### src/rtl/xbtn_input_pkg.sv
// Shared definitions for the xbtn_input peripheral: register offsets seen by the
// address decoder.
package xbtn_input_pkg;

  localparam logic [1:0] XBTN_EVT = 2'd0;
  localparam logic [1:0] XBTN_SW  = 2'd1;
  localparam logic [1:0] XBTN_CLR = 2'd2;
  localparam logic [1:0] XBTN_CFG = 2'd3;

endpackage

### src/rtl/xbtn_input_xdebounce.sv
// Button debouncer: a level is accepted only after it has been stable for
// DEBOUNCE_CYCLES synced samples. Emits a one-cycle rise pulse on acceptance of a press.
//
//   state     | meaning
//   STABLE_LO | accepted level 0, input agrees
//   WAIT_HI   | input went high, counting stable high samples
//   STABLE_HI | accepted level 1, input agrees
//   WAIT_LO   | input went low, counting stable low samples
module xdebounce #(
  parameter int DEBOUNCE_CYCLES = 500000
) (
  input  logic clk,
  input  logic rst,
  input  logic din_sync,
  output logic level,
  output logic rise
);

  typedef enum logic [1:0] {STABLE_LO, WAIT_HI, STABLE_HI, WAIT_LO} state_t;

  localparam int CNT_W = (DEBOUNCE_CYCLES > 2) ? $clog2(DEBOUNCE_CYCLES) : 1;
  // The sample that moves the FSM into a WAIT state already counts as stable,
  // so the count to commit is one short of DEBOUNCE_CYCLES-1.
  localparam logic [CNT_W-1:0] CNT_LAST =
    CNT_W'((DEBOUNCE_CYCLES > 1) ? DEBOUNCE_CYCLES - 2 : 0);

  state_t           r_state, w_state_nxt;
  logic [CNT_W-1:0] r_cnt, w_cnt_nxt;
  logic             r_level, w_level_nxt;
  logic             w_rise;

  always_ff @(posedge clk) begin
    if (!rst) begin
      r_state <= STABLE_LO;
      r_cnt   <= '0;
      r_level <= 1'b0;
    end else begin
      r_state <= w_state_nxt;
      r_cnt   <= w_cnt_nxt;
      r_level <= w_level_nxt;
    end
  end

  always_comb begin
    w_state_nxt = r_state;
    w_cnt_nxt   = r_cnt;
    w_level_nxt = r_level;
    w_rise      = 1'b0;
    case (r_state)
      STABLE_LO: begin
        if (din_sync) begin
          w_state_nxt = WAIT_HI;
          w_cnt_nxt   = '0;
        end
      end
      WAIT_HI: begin
        if (!din_sync) begin
          w_state_nxt = STABLE_LO;
          w_cnt_nxt   = '0;
        end else if (r_cnt >= CNT_LAST) begin
          w_state_nxt = STABLE_HI;
          w_cnt_nxt   = '0;
          w_level_nxt = 1'b1;
          w_rise      = 1'b1;
        end else begin
          w_cnt_nxt = r_cnt + 1'b1;
        end
      end
      STABLE_HI: begin
        if (!din_sync) begin
          w_state_nxt = WAIT_LO;
          w_cnt_nxt   = '0;
        end
      end
      WAIT_LO: begin
        if (din_sync) begin
          w_state_nxt = STABLE_HI;
          w_cnt_nxt   = '0;
        end else if (r_cnt >= CNT_LAST) begin
          w_state_nxt = STABLE_LO;
          w_cnt_nxt   = '0;
          w_level_nxt = 1'b0;
        end else begin
          w_cnt_nxt = r_cnt + 1'b1;
        end
      end
      default: begin
        w_state_nxt = STABLE_LO;
        w_cnt_nxt   = '0;
        w_level_nxt = 1'b0;
      end
    endcase
  end

  assign level = r_level;
  assign rise  = w_rise;

endmodule

### src/rtl/xbtn_input.sv
// Memory-mapped button/switch input block: synchronises pins, debounces buttons,
// holds sticky press and switch-change flags until the controller clears them.
module xbtn_input
  import xbtn_input_pkg::*;
#(
  parameter int DATA_W          = 32,
  parameter int SW_W            = 8,
  parameter int DEBOUNCE_CYCLES = 500000
) (
  input  logic              clk,
  input  logic              rst,
  input  logic              btn2,
  input  logic              btn3,
  input  logic [SW_W-1:0]   sw,
  input  logic              sel,
  input  logic              we,
  input  logic [1:0]        addr,
  input  logic [DATA_W-1:0] data_in,
  output logic [DATA_W-1:0] data_out,
  output logic              irq_pend
);

  logic [1:0]      r_btn_s1, r_btn_s2;
  logic [SW_W-1:0] r_sw_s1, r_sw_q, r_sw_prev;
  logic            r_sw_chg;
  logic [1:0]      r_evt;
  logic            r_irq;

  logic [1:0]      w_lvl, w_rise, w_clr_evt;
  logic            w_rd, w_wr, w_clr_chg;
  logic            w_unused;

  xdebounce #(.DEBOUNCE_CYCLES(DEBOUNCE_CYCLES)) u_deb2 (
    .clk(clk), .rst(rst), .din_sync(r_btn_s2[0]), .level(w_lvl[0]), .rise(w_rise[0])
  );

  xdebounce #(.DEBOUNCE_CYCLES(DEBOUNCE_CYCLES)) u_deb3 (
    .clk(clk), .rst(rst), .din_sync(r_btn_s2[1]), .level(w_lvl[1]), .rise(w_rise[1])
  );

  assign w_rd      = sel & ~we;
  assign w_wr      = sel & we;
  assign w_clr_evt = {2{w_rd && (addr == XBTN_EVT)}}
                   | ({2{w_wr && (addr == XBTN_CLR)}} & data_in[1:0]);
  assign w_clr_chg = w_rd && (addr == XBTN_SW);
  assign w_unused  = &{1'b0, data_in[DATA_W-1:2]};

  always_ff @(posedge clk) begin
    if (!rst) begin
      r_btn_s1  <= '0;
      r_btn_s2  <= '0;
      r_sw_s1   <= '0;
      r_sw_q    <= '0;
      r_sw_prev <= '0;
      r_sw_chg  <= 1'b0;
      r_evt     <= '0;
      r_irq     <= 1'b0;
    end else begin
      r_btn_s1  <= {btn3, btn2};
      r_btn_s2  <= r_btn_s1;
      r_sw_s1   <= sw;
      r_sw_q    <= r_sw_s1;
      r_sw_prev <= r_sw_q;
      // Set wins over a clear landing in the same cycle.
      r_sw_chg  <= (r_sw_q != r_sw_prev) | (r_sw_chg & ~w_clr_chg);
      r_evt     <= w_rise | (r_evt & ~w_clr_evt);
      r_irq     <= |r_evt;
    end
  end

  always_comb begin
    data_out = '0;
    if (sel) begin
      case (addr)
        XBTN_EVT: data_out[3:0]    = {r_evt[1], r_evt[0], w_lvl[1], w_lvl[0]};
        XBTN_SW:  data_out[SW_W:0] = {r_sw_chg, r_sw_q};
        XBTN_CFG: data_out         = DATA_W'(DEBOUNCE_CYCLES);
        default:  data_out         = '0;
      endcase
    end
  end

  assign irq_pend = r_irq;

endmodule

### config.mk
export PLATFORM = sky130hd
export DESIGN_NAME = xbtn_input
export DESIGN_NICKNAME = d
export VERILOG_FILES = /design/src/rtl/xbtn_input_pkg.sv /design/src/rtl/xbtn_input_xdebounce.sv /design/src/rtl/xbtn_input.sv
export SDC_FILE = /design/constraint.sdc
export NUM_CORES = 1
export LEC_CHECK = 0
export ABC_AREA = 1
export ABC_CLOCK_PERIOD_IN_PS = 2600
export BUFFER_PORTS_ARGS = -buffer_cell sky130_fd_sc_hd__buf_2
export CAP_MARGIN = 15
export CELL_PAD_IN_SITES_DETAIL_PLACEMENT = 1
export CELL_PAD_IN_SITES_GLOBAL_PLACEMENT = 1
export CORE_ASPECT_RATIO = 1.2
export CORE_MARGIN = 1.5
export CORE_UTILIZATION = 42
export DETAILED_ROUTE_END_ITERATION = 6
export PLACE_DENSITY = 0.83
export SLEW_MARGIN = 20
export SYNTH_ARGS = -nofsm -noshare
export SYNTH_HDL_FRONTEND = slang
export SYNTH_SLANG_ARGS = --single-unit
### constraint.sdc
create_clock -name clk -period 2.6 [get_ports clk]
set_clock_uncertainty 0.1 [all_clocks]
set_input_delay 0.26 -clock clk [delete_from_list [all_inputs] [get_ports clk]]
set_output_delay 0.26 -clock clk [all_outputs]
set_load 0.02 [all_outputs]
== Word level (Yosys, flattened, before mapping) ==
Cells that the tools add are included.
Widths: inputs -> output; s select.
Cells by class
  $add $sub $neg: 2
  magnitude comparators: 2
  equal/unequal tests: 26
  multiplexer cells: 46
  bitwise logic cells: 11
  reductions and logical operators: 15
Operators with widths (number)
  $mux 19: 11
  $pmux 19 s4: 2
  $add 19x1->19 const B: 2
  $ge 19x19->1 const B: 2
  $mux 2: 12
  $ne 2x2->1 const B: 8
  $pmux 2 s4: 2
  $mux 1: 14
  $eq 2x2->1 const B: 6
  $ne 3x2->1 const B: 4
  $mux 10: 1
  $pmux 5 s2: 1
  $reduce_and 5->1: 2
  $ne 2x1->1 const B: 4
  $ne 8x8->1: 1
  $pmux 4 s2: 1
  $reduce_and 4->1: 2
  $eq 2x1->1 const B: 3
  $logic_not 2->1: 3
  $and 2x2->2: 2
  $or 2x2->2: 2
  $pmux 1 s2: 2
  $reduce_and 2->1: 2
  $reduce_bool 2->1: 2
  6 further kinds: 11
Storage, ports and cells
  flip-flop bits (word level): 76
  input bits: 48
  output and inout port bits: 33
  logic and storage cells: 116

== Logic depth before layout (Yosys ltp) ==
  depth after elaboration: 7
  gate-level depth with buffers: 15

== Hierarchy ==
From an unflattened synthesis, not the netlist that was laid out.
Unflattened totals
  cells, all modules: 654
  area, all modules: 4356.7 µm²
By module, submodules not included
  xdebounce (u_deb2): instances 1, cells each 231, area an instance 1497.7 µm², seq. area each 440.4 µm²
  xdebounce (u_deb3): instances 1, cells each 226, area an instance 1473.9 µm², seq. area each 440.4 µm²
  xbtn_input: instances 1, cells each 197, area an instance 1385.1 µm², seq. area each 640.6 µm²

== Least setup slack after synthesis ==
OpenSTA, ideal clock, no wires.
  kind: flip-flop to flip-flop
  from: register u_deb3.r_cnt[0]
  to: register u_deb3.r_cnt[13]
  setup time: 0.066 ns
  data arrival time: 1.510 ns
  path slack: 0.924 ns
  stages on the path, launching flop included: 15
  buffers on the path: 1
  period minus slack after synthesis: 1.676 ns
  cells stage by stage: dfxtp_1 > inv_1 > ha_1 > nand2_1 > inv_1 > nand2_1 > nor2_1 > nand2_1 > nand2_1 > nand2_1 > nand2_4 > nor2_8 > buf_8 > o31ai_2 > a21oi_2
On the way
  word-level cells in the longest chain between the ends: 4
  elaborated cells between the ends (all ways): 6
  classes of those cells: 1 x add/sub; 1 x order compare; 4 x mux
Ends and longest elaborated chain
  start: declaration: RTL line xbtn_input_xdebounce.sv:28  | logic [CNT_W-1:0] r_cnt, w_cnt_nxt;
  start signal: assignment: RTL line xbtn_input_xdebounce.sv:39  | r_cnt <= w_cnt_nxt;
  $add 19x1->19 / $ge 19x19->1 (equally long branches)
  $mux 19 (*): RTL line xbtn_input_xdebounce.sv:60, xbtn_input_xdebounce.sv:79
  $mux 19, on equally long branches: RTL line xbtn_input_xdebounce.sv:76, xbtn_input_xdebounce.sv:57
  $pmux 19 s4 (*): RTL line xbtn_input_xdebounce.sv:49  | case (r_state)
Mark *: on every way between the ends. The rest lies on a longest branch, timed or not.
A chain may end at the register's enable or synchronous reset.

== Worst setup path after layout ==
  from: register u_deb3.r_cnt[0]
  to: register u_deb3.r_cnt[1]
Same word-level chain as after synthesis.

==> metrics.txt <==
Root Driver clkbuf_16; f_max around 0.47 GHz; R2R cell count 14; drt first pass iters 4; Initial DRC Count 157; commonest non-fill, non-tap cell in the layout nand2_1; Detail Placement HPWL 8.32 mm; cell mode on critical path nand2_1; LEAKAGE roughly 2.1 nW; setup TNS 0 ns; critical path type reg2reg; fin crit share 0.814; die width 95.7 µm; mean post-synth cell area 6.80 µm²; antenna-violating nets left 0; CTS Buf Count 9; worst stage delay on the critical path between 0.3 and 0.4 ns; Pwr Density approximately 560 nW/µm²; Area Growth Syn to Fin 11.6%; Post-Syn Instances roughly 640; Avg WL per Cell 14.7 µm; antenna cell count 0; Final nets 720; CTS tree built; hold depth 3; die area roughly 11000 µm²; Worst-path clk slew ~0.070 ns; met1 Use GR 0.245; RSZ-0062 raised after global routing no; slowest CP cell dfxtp_1; Worst Path Arrival about 2.3 ns; die height between 100 and 150 µm; crit start category flop; Synth area leaders dfxtp_1 35%, nand2_1 14%, inv_1 7.5%; count of final hold-check violations 0; GRT busiest layer met2; GR Util met2 0.437; pin slew with the least headroom to its limit about 0.6 ns; Post-synth EDFFs 0; num ports between 80 and 90; worst vdd ir about 340 µV; clk sinks between 70 and 80; post-synth top area share 0.351; Netlist cell types 40; Fin Hold WS 0.00563 ns; antenna violations before repair 0; final WL between 10 and 15 mm; Global Route Usage Sum 0.230; GR Util met3 0.0279; largest area contributor in the netlist dfxtp_1; Syn Std Cell Area roughly 4300 µm²; via count 4041; filler instances 1360; IO buf count 32; gr ovfl total 0; most frequent cells in the layout 161 x nand2_1, 86 x inv_1, 76 x dfxtp_1, 53 x nor2_1, 51 x nand3_1; CP required 2.77 ns; vias in the first global route 4224; max-slew violation count 0; top_reg_cell synth dfxtp_1; Hold Crit Class in2reg; Cell Count, Final, Fillers Out 799; Rel. slew slack 0.594; maximum number of pins on one net before global-route repair 43; # DRC 0; Post-Place Cells just under 800; Setup crit end kind flop; vias per std cell a little over 5; worst skew pair latency approximately 0.34 ns; core area between 10000 and 15000 µm²; share of cells above drive strength 1 0.160; register bit count reported by yosys 76; largest fanout on the critical path 16; crit-path cells inv_1 > ha_1 > nand2_1 > inv_1 > nand2_1 > nor2_1 > nand2_1 > nand2_1 > nand2_1 > nand2_4 > nor2_8 > inv_2 > o21a_1 > nor2_1; sequential fraction of the synthesis area 0.351; synth warn 0; first-pass GRT wire length roughly 20 mm; Longest Clk Path Bufs 2; CTS H-tree depth 3; PostCTS Resize Cnt 0; final setup fails 0; status finished, final reports clean; Post-synth ARST share 0; min cycle time layout around 2.1 ns; GP Congestion a little under 0.9; initial core utilization 0.433; max_cap viols 0; row count 40
## timing repair
action / 4_1_cts / 5_1_grt
hold buffers: 4 / 0
buffers inserted: 0 / 0
setup endpoints to repair: 0 / 0
hold endpoints to repair: 4 / 0
## cell usage after synthesis, types with 3 or more instances
cell type and count:
nand2_1 161, inv_1 86, dfxtp_1 76, nor2_1 53, nand3_1 51, a21oi_1 39
buf_4 25, xor2_1 19, nor3_1 13, o21ai_0 13, a21oi_2 11, nand4_1 10
inv_2 8, nand2_2 8, buf_2 7, nor2_2 7, nor2_4 7, clkbuf_1 4
ha_1 4, nor4_1 3, o21ai_1 3, o21ai_2 3
## worst paths after layout
kind,start,endpoint,slack [ns]
worst max register to register,u_deb3.r_cnt[0]$_SDFFE_PN0P_,u_deb3.r_cnt[1]$_SDFFE_PN0P_,0.48
worst min-delay path,sw[2],r_sw_s1[2]$_SDFF_PN0_,0.006
worst max-delay path,u_deb3.r_cnt[0]$_SDFFE_PN0P_,u_deb3.r_cnt[1]$_SDFFE_PN0P_,0.48
worst min register to register,r_sw_s1[5]$_SDFF_PN0_,r_sw_q[5]$_SDFF_PN0_,0.31
## where the power goes
group          leakage (nW)  internal (mW)  switching [mW]
logic                  1.37         0.0476           0.119
registers             0.618           1.19          0.0150
clock network         0.154          0.768           0.573
total                  2.14           2.00           0.706
## metal layers
layer | wire length (µm) | part of all wire | vias up
li1 | - | - | 2019
met1 | 4830 | 0.41 | 1947
met2 | 6420 | 0.54 | 51
met3 | 198 | 0.017 | 24
met4 | 337 | 0.029 | 0
met5 | 0 | 0 | -
## through the flow
stage / instance area [µm²] / total power [mW] / worst slack, ns / utilization
final: 4840 / 2.71 / 0.483 / 0.483
after global routing: 4840 / 2.80 / 0.314 / 0.483
after CTS: 4840 / 2.73 / 0.459 / 0.483
after detailed placement: 4490 / 1.38 / 0.507 / 0.448
after global placement: 4490 / 1.38 / 0.582 / 0.448
after floorplan: 4400 / 1.36 / 0.924 / -
## cell families after synthesis
kind of cell             after synthesis  share of synthesized area
buffers and inverters                136                      0.148
XOR/XNOR                              20                     0.0404
flip-flops                            76                      0.351
other                                  1                   0.000865
adder cells (fa/ha/maj)                4                     0.0116
AO/OA/AOI/OAI                         77                      0.107
AND/OR/NAND/NOR                      323                      0.342
## flip-flops by register name (all words and copies together), names as in the netlist, named ones only
signal and count:
u_deb3.r_cnt 19, u_deb3.r_state 1, r_sw_q 8, u_deb3.level 1, r_sw_s1 8, irq_pend 1
u_deb2.r_state 1, r_btn_s1 2, r_sw_chg 1, u_deb2.level 1, r_evt 2, r_sw_prev 8
r_btn_s2 2, u_deb2.r_cnt 19
## layout make-up
class                           count  area, µm²  area share
Tap cell                          126        158      0.0326
Clock buffer                        9        225      0.0466
Multi-Input combinational cell    442       2230       0.462
Clock inverter                      7       85.1      0.0176
Inverter                           96        360      0.0745
Sequential cell                    76       1520       0.315
Timing Repair Buffer               43        253      0.0523
## worst max-delay path: cells and delay by family (launching register included)
family          cells  cell delay [ns]
simple gates        9             0.89
fa+ha+maj           1             0.21
buf+inv             3             0.28
flops               1             0.38
compound gates      1             0.18
Power figures use the tool's default switching activity.
